--- src/rtl/serial_addsub_pkg.sv ---
// Shared types for the bit-serial adder/subtractor: sequencer states and mode encodings.
package serial_addsub_pkg;

    typedef enum logic [1:0] {
        IDLE = 2'd0,
        RUN  = 2'd1,
        DONE = 2'd2
    } state_t;

    localparam logic MODE_ADD = 1'b0;
    localparam logic MODE_SUB = 1'b1;

endpackage

--- src/rtl/nand_fa_cell.sv ---
// One-bit full adder made only of nine 2-input NAND gates; the serial sequencer reuses it each bit.
module nand_fa_cell (
    input  logic a,
    input  logic b,
    input  logic cin,
    output logic sum,
    output logic cout
);

    wire n1, n2, n3, x, n5, n6, n7, s_w, c_w;

    // First half adder forms a^b; the second folds in cin and shares n1/n5 for carry.
    nand g1 (n1, a, b);
    nand g2 (n2, a, n1);
    nand g3 (n3, b, n1);
    nand g4 (x, n2, n3);
    nand g5 (n5, x, cin);
    nand g6 (n6, x, n5);
    nand g7 (n7, cin, n5);
    nand g8 (s_w, n6, n7);
    nand g9 (c_w, n1, n5);

    assign sum  = s_w;
    assign cout = c_w;

endmodule

--- src/rtl/serial_addsub.sv ---
// Bit-serial WIDTH-bit adder/subtractor: one NAND full-adder cell, LSB first, start/busy/done handshake.
module serial_addsub
    import serial_addsub_pkg::*;
#(
    parameter int WIDTH = 8
) (
    input  logic             clk,
    input  logic             rst,
    input  logic             start,
    input  logic             mode,
    input  logic [WIDTH-1:0] a,
    input  logic [WIDTH-1:0] b,
    output logic             busy,
    output logic             done,
    output logic [WIDTH-1:0] result,
    output logic             carry,
    output logic             overflow
);

    localparam int CNT_W = $clog2(WIDTH + 1);

    state_t           state, state_next;
    logic [WIDTH-1:0] a_sr, b_sr, acc, acc_next;
    logic [CNT_W-1:0] cnt;
    logic             c_reg, mode_q;
    logic             sum, cout, last;

    nand_fa_cell u_cell (
        .a    (a_sr[0]),
        .b    (b_sr[0]),
        .cin  (c_reg),
        .sum  (sum),
        .cout (cout)
    );

    assign last     = (cnt == CNT_W'(WIDTH - 1));
    // Sum enters at the MSB; the wide shift keeps this valid for WIDTH=1.
    assign acc_next = WIDTH'({sum, acc} >> 1);
    assign busy     = (state == RUN);
    assign done     = (state == DONE);

    always_ff @(posedge clk) begin
        if (rst) state <= IDLE;
        else     state <= state_next;
    end

    always_comb begin
        state_next = state;
        case (state)
            IDLE:    if (start) state_next = RUN;
            RUN:     if (last)  state_next = DONE;
            DONE:    state_next = IDLE;
            default: state_next = IDLE;
        endcase
    end

    always_ff @(posedge clk) begin
        if (rst) begin
            a_sr     <= '0;
            b_sr     <= '0;
            acc      <= '0;
            cnt      <= '0;
            c_reg    <= 1'b0;
            mode_q   <= MODE_ADD;
            result   <= '0;
            carry    <= 1'b0;
            overflow <= 1'b0;
        end else begin
            case (state)
                IDLE: begin
                    if (start) begin
                        // Subtract as a + ~b + 1: the +1 rides in as the initial carry.
                        a_sr   <= a;
                        b_sr   <= (mode == MODE_SUB) ? ~b : b;
                        c_reg  <= mode;
                        mode_q <= mode;
                        cnt    <= '0;
                    end
                end
                RUN: begin
                    a_sr  <= a_sr >> 1;
                    b_sr  <= b_sr >> 1;
                    acc   <= acc_next;
                    c_reg <= cout;
                    cnt   <= cnt + 1'b1;
                    if (last) begin
                        result   <= acc_next;
                        carry    <= cout ^ mode_q;
                        overflow <= cout ^ c_reg;
                    end
                end
                default: ;
            endcase
        end
    end

endmodule

--- config.mk ---
export PLATFORM = sky130hd
export DESIGN_NAME = serial_addsub
export DESIGN_NICKNAME = d
export VERILOG_FILES = /design/src/rtl/serial_addsub_pkg.sv /design/src/rtl/nand_fa_cell.sv /design/src/rtl/serial_addsub.sv
export SDC_FILE = /design/constraint.sdc
export NUM_CORES = 1
export LEC_CHECK = 0
export CAP_MARGIN = 20
export CORE_UTILIZATION = 55
export CTS_CLUSTER_SIZE = 16
export DETAILED_ROUTE_END_ITERATION = 6
export PLACE_DENSITY = 0.83
export RECOVER_POWER = 50
export SLEW_MARGIN = 20
export SYNTH_ARGS = -nofsm -noshare
export SYNTH_HDL_FRONTEND = slang
export SYNTH_SLANG_ARGS = --single-unit
--- constraint.sdc ---
create_clock -name clk -period 3.91 [get_ports clk]
set_input_delay 0.391 -clock clk [delete_from_list [all_inputs] [get_ports clk]]
set_output_delay 0.391 -clock clk [all_outputs]
set_load 0.005 [all_outputs]
==> results of run 1 <==
-- cells in the mapped netlist --
| master | instances | area (um^2) |
|---|---|---|
| a2111oi_2 | 1 | 15.0 |
| a211oi_1 | 9 | 67.6 |
| a211oi_2 | 1 | 12.5 |
| a21oi_1 | 27 | 135 |
| a22oi_1 | 8 | 60.1 |
| a31oi_1 | 1 | 6.26 |
| and3b_1 | 1 | 8.76 |
| buf_1 | 1 | 3.75 |
| buf_2 | 6 | 30.0 |
| buf_4 | 3 | 22.5 |
| buf_6 | 1 | 11.3 |
| clkbuf_1 | 5 | 18.8 |
| clkinv_4 | 1 | 8.76 |
| dfxtp_1 | 41 | 821 |
| fa_1 | 1 | 20.0 |
| ha_1 | 1 | 12.5 |
| mux2i_1 | 1 | 10.0 |
| nand2_1 | 23 | 86.3 |
| nand2b_1 | 2 | 12.5 |
| nand3_1 | 10 | 50.1 |
| nand3b_1 | 2 | 15.0 |
| nor2_1 | 14 | 52.6 |
| nor2b_1 | 1 | 6.26 |
| nor3_1 | 4 | 20.0 |
| nor3b_2 | 1 | 12.5 |
| o211a_1 | 1 | 10.0 |
| o21ai_0 | 4 | 20.0 |
| o21ai_1 | 4 | 20.0 |
| o21ba_1 | 1 | 10.0 |
| o21bai_2 | 1 | 11.3 |
| o22ai_1 | 7 | 43.8 |
| or2b_1 | 1 | 7.51 |
| or3_1 | 1 | 6.26 |
| or3b_1 | 1 | 8.76 |
| xnor2_1 | 10 | 87.6 |
-- power breakdown --
group | switching [uW] | internal (uW)
registers | 13.1 | 436
logic | 54.2 | 48.2
clock network | 138 | 153
total | 205 | 637
-- cell type report --
cell class	count	area, um^2	area share (%)
Multi-Input combinational cell	139	823	38.9
Inverter	1	5.00	0.236
Tap cell	44	55.1	2.60
Timing Repair Buffer	34	329	15.5
Sequential cell	41	821	38.7
Clock inverter	1	30.0	1.42
Clock buffer	7	55.1	2.60
-- layout by cell type, fill, tap and decap left out, types with 5 or more instances in the layout --
cell type / count
a211oi_1: 9
a21oi_1: 27
a22oi_1: 8
clkbuf_4: 5
clkdlybuf4s50_1: 19
dfxtp_1: 41
dlygate4sd3_1: 12
nand2_1: 23
nand3_1: 10
nor2_1: 14
o22ai_1: 7
xnor2_1: 10
-- through the flow --
stage	setup slack (ns)	utilization [%]
final	1.16	70.0
after global routing	0.939	70.0
after CTS	1.33	70.1
after detailed placement	1.74	67.3
after global placement	1.78	67.3
after floorplan	2.58	-
-- worst register-to-register path: cells and delay by family (launching register included) --
family / cells / cell delay [ns]
and+or+nand+nor: 1 / 0.26
buffers and inverters: 3 / 1.44
DFF: 1 / 0.46
AOI/OAI and AO/OA: 2 / 0.51
-- per-layer routing --
layer	vias up	track usage (%)	share of wire, %
li1	748	-	-
met1	679	26.2	44
met2	41	41.9	50
met3	7	6.15	4.9
met4	0	7.48	1.4
met5	-	0	0
-- final timing paths --
check / startpoint / slack (ns) / cells after the start / end
max: state[0] / 1.16 / 6 / a_sr[5]
min reg2reg: acc[5] / 0.48 / 2 / acc[4]
max reg2reg: state[0] / 1.16 / 6 / a_sr[5]
min: acc[5] / 0.48 / 2 / acc[4]
-- kinds of logic after synthesis --
logic type,share of synthesized area (%)
muxes,0.574
DFF,47.1
buffers and inverters,5.45
xor gates and xnor gates,5.02
AOI/OAI and AO/OA,23.6
adders and majority gates,1.87
and+or+nand+nor,16.4
==> results by group, run 1 <==
Placed design
  • Cell count after placement: 258
  • DP HPWL: 2.37 mm
  • Final Wtd Congestion: 0.744
  • PortBufs: 31
  • Placed Area: 2040 um^2

Clock network
  • Post-CTS setup buffer count: 0
  • CTS tree: done
  • CTS root buf: clkbuf_4
  • Deepest clock path buffer count: 2
  • H-tree Lvls: 2
  • Clk sinks: 41
  • TritonCTS Buffers: 5
  • Clock Latency Late Sink: 0.36 ns
  • Worst-path clk slew: 0.12 ns
  • Post-cts repair resize count: 0
  • # hold bufs at CTS: 0

Critical path
  • Cell family with most CP delay: buffers and inverters
  • Crit Path Category: register to register
  • CP Buf/Inv Count: 3
  • Critical path required time: 4.18 ns
  • CP max stage delay: 1.10 ns
  • Critical Path Source Type: register
  • Worst Path Max Fanout: 36
  • CP endpoint kind: register
  • Slowest cell on crit path: clkbuf_1
  • Arrival time worst endpoint: 3.02 ns
  • CP cell instances: nand2b_1, buf_6, clkinvlp_2, clkbuf_1, a21oi_1, a211oi_1

STA
  • Slew margin rel.: -1.30%
  • Final slew viol count: 37
  • Crit path time final: 2.75 ns
  • Period Utilization, post-route: 70.2%
  • Final hold violation count: 0
  • Highest Clock Rate: 364 MHz
  • Least-Margin Pin Slew: 1.52 ns
  • Final setup fails: 0
  • Worst hold margin: 0.476 ns
  • Clk_skew: 0.0104 ns
  • RSZ-0062 raised after global routing: no
  • Post-route setup TNS: 0 ns

Drt
  • Routed Antenna Nets: 0
  • Drt via density: 5.52
  • Via Count: 1,475
  • WL/cell: 13.2 um
  • DRT iter0 DRCs: 66
  • Drt drc: 0
  • Pre-antenna DRT Iters: 4
  • Final WL: 3.53 mm

Logic synthesis
  • Synthesis-stage register bit count: 41
  • Syn. warnings: 0
  • Synth Cell Area: 1740 um^2
  • Mapped Cells: 197
  • Synth Net Count: 219
  • Synth cell types: 35
  • Post-synthesis sequential area ratio: 47.1%
  • Avg Synthesized Cell Area: 8.85 um^2

Power and ir drop
  • LEAKAGE: 0.000763 uW
  • Tot Pwr: 842 uW
  • Max VDD drop: 0.228 mV
  • Power density over the cells: 398 nW/um^2

Floorplanning
  • Die height: 58.3 um
  • Core area: 3030 um^2
  • Effective utilization at floorplan: 57.6%
  • Ports: 32
  • Cell row count: 20
  • Die footprint: 3400 um^2
  • Die W: 58.3 um

GRT
  • GRT Util Overall: 23.0%
  • First-pass GRT wire length: 6.00 mm
  • Largest net degree at the start of global routing: 37
  • GR Overflow Total: 0
  • Vias in the first global route: 1,427
  • Initial antenna violation count: 0

Job
  • Max-cap viol count: 1

Finish
  • Filler cells: 258
  • Finished Cell Area: 2120 um^2
  • Fin cells: 267
  • Number of nets in the layout: 244
  • Share of cells above drive strength 1: 5.38%
  • Largest regs: a_sr x8, b_sr x8, result x8
  • N_diodes: 0
  • Area Overhead vs Synth: 21.4%

Run status
  • Failing checks: max-capacitance violations, max-slew violations
  • Status: finished, violations left

Min path
  • Hold Path Class: register to register
(Power assumes the default switching activity.)
==> run 2, diff against run 1 <==
--- a/config.mk
+++ b/config.mk
@@ -6,10 +6,10 @@
 export NUM_CORES = 1
 export LEC_CHECK = 0
 export CAP_MARGIN = 20
-export CORE_UTILIZATION = 55
+export CORE_UTILIZATION = 46
 export CTS_CLUSTER_SIZE = 16
 export DETAILED_ROUTE_END_ITERATION = 6
-export PLACE_DENSITY = 0.83
+export PLACE_DENSITY = 0.74
 export RECOVER_POWER = 50
 export SLEW_MARGIN = 20
 export SYNTH_ARGS = -nofsm -noshare
==> constraint.sdc (replaced) <==
create_clock -name clk -period 2.4 [get_ports clk]
set_input_delay 0.24 -clock clk [delete_from_list [all_inputs] [get_ports clk]]
set_output_delay 0.24 -clock clk [all_outputs]
set_load 0.005 [all_outputs]
==> run 2 against run 1 <==
Compared with the run above: the flow now finishes without violations; register-to-register slack worse by 0.70 ns; combinational power grew 65%; non-clock buffer count rose by 1; critical endpoint is now carry; largest power group unchanged; highest routed layer unchanged.
==> results by group, run 2 (synthesis gave the netlist of run 1 again) <==
Critical path
  • Slowest cell on crit path: clkbuf_1
  • Cell family with most CP delay: buffers and inverters
  • Worst Path Max Fanout: 27
  • CP cell instances: nand2b_1, clkbuf_1, nor2_1, a211oi_1
  • Critical Path Source Type: register
  • CP Buf/Inv Count: 1
  • Critical path required time: 2.60 ns
  • Crit Path Category: register to register
  • CP endpoint kind: register
  • CP max stage delay: 0.81 ns
  • Worst R2R Setup Slack: 0.46 ns
  • Arrival time worst endpoint: 2.14 ns

Power and ir drop
  • Power density over the cells: 620 nW/um^2
  • Combinational Power Share: 12.7%
  • Switching share of power: 25.0%
  • Clk pwr share: 32.0%
  • Int Power: 991 uW
  • Register share of total power: 55.3%
  • LEAKAGE: 0.000775 uW
  • Switching pwr: 331 uW
  • Max VDD drop: 0.336 mV

STA
  • Least-Margin Pin Slew: 1.07 ns
  • Slew margin rel.: 28.9%
  • Final hold violation count: 0
  • RSZ-0062 raised after global routing: no
  • Final setup fails: 0
  • Crit path time final: 1.94 ns
  • Clk_skew: 0.00636 ns
  • Period Utilization, post-route: 80.8%
  • Final slew viol count: 0
  • Post-route setup TNS: 0 ns
  • Highest Clock Rate: 515 MHz

Finish
  • Most frequent cells in the layout: dfxtp_1 (41), a21oi_1 (27), nand2_1 (23), clkdlybuf4s50_1 (20), nor2_1 (14)
  • Layout Utilization: 58.2%
  • Filler cells: 336
  • Share of cells above drive strength 1: 6.25%
  • Register area: 821 um^2
  • N_diodes: 0
  • Number of nets in the layout: 245
  • Largest regs: a_sr x8, b_sr x8, result x8
  • Commonest non-fill, non-tap cell in the layout: dfxtp_1
  • Multi-input gate area: 823 um^2
  • Area Overhead vs Synth: 22.2%

Placed design
  • DP HPWL: 2.32 mm
  • Final Wtd Congestion: 0.768
  • PortBufs: 31

Drt
  • Drt via density: 5.45
  • Routed Antenna Nets: 0
  • Via Count: 1,483
  • DRT iter0 DRCs: 129
  • Final WL: 3.48 mm
  • Pre-antenna DRT Iters: 4
  • WL/cell: 12.8 um
  • Drt drc: 0

Job
  • Max-cap viol count: 0

Clock network
  • Clk sinks: 41
  • TritonCTS Buffers: 5
  • Post-CTS setup buffer count: 0
  • Deepest clock path buffer count: 2
  • H-tree Lvls: 2
  • CTS root buf: clkbuf_8
  • CTS tree: done
  • Post-cts repair resize count: 0
  • # hold bufs at CTS: 0
  • Clock Latency Late Sink: 0.29 ns
  • Worst-path clk slew: 0.08 ns

Floorplanning
  • Ports: 32
  • Die height: 63.6 um
  • Effective utilization at floorplan: 47.6%
  • Cell row count: 22
  • Core area: 3660 um^2
  • Die footprint: 4040 um^2
  • Die W: 63.6 um

GRT
  • GR Overflow Total: 0
  • Largest net degree at the start of global routing: 38
  • Vias in the first global route: 1,333
  • Initial antenna violation count: 0
  • GRT Util Overall: 19.3%
  • First-pass GRT wire length: 6.03 mm

Min path
  • Hold Path Class: register to register

Run status
  • Status: finished, final reports clean
## run 2: power groups by stage
stage          registers [uW]  logic [uW]  clock network [uW]
4_1_cts                   731         172                 434
3_5_place_dp              746         170                   0
2_1_floorplan             741         118                   0
5_1_grt                   735         188                 468
3_3_place_gp              746         169                   0
6_report                  731         168                 423
## run 2: routing by layer
layer  routed length, um  track usage (%)  up-vias
met4                  52             9.38        0
met1                1700             24.4      679
li1                    -                -      751
met5                   0                0        -
met2                1550             30.5       46
met3                 188             4.71        7
## run 2: final timing paths
path         startpoint     end  cells after the start
min reg2reg      acc[1]  acc[1]                      2
max            state[1]   carry                      4
max reg2reg    state[1]   carry                      4
min              acc[1]  acc[1]                      2
## run 2: area by class of cell
class                   count  area share (%)
clock buffers               6            3.40
clock inverters             2           0.469
inverters                   1           0.411
multi-input cells         139            38.6
flip-flops and latches     41            38.5
well taps                  48            2.82
repair buffers             35            15.8
## run 2: per-stage QoR
step | total power, uW | instances | setup slack, ns | hold slack, ns | area (um^2)
global placement | 915 | 264 | 0.707 | 0.445 | 2060
finish | 1320 | 272 | 0.460 | 0.471 | 2130
floorplan | 860 | 197 | 1.07 | 0.381 | 1740
detailed placement | 916 | 264 | 0.669 | 0.461 | 2060
CTS | 1340 | 272 | 0.460 | 0.473 | 2140
global route | 1390 | 272 | 0.213 | 0.489 | 2130
## run 2: worst register-to-register path: stages, from the launching register on
cell	delay (ns)
dfxtp_1	0.40
nand2b_1	0.21
clkbuf_1	0.81
nor2_1	0.19
a211oi_1	0.24
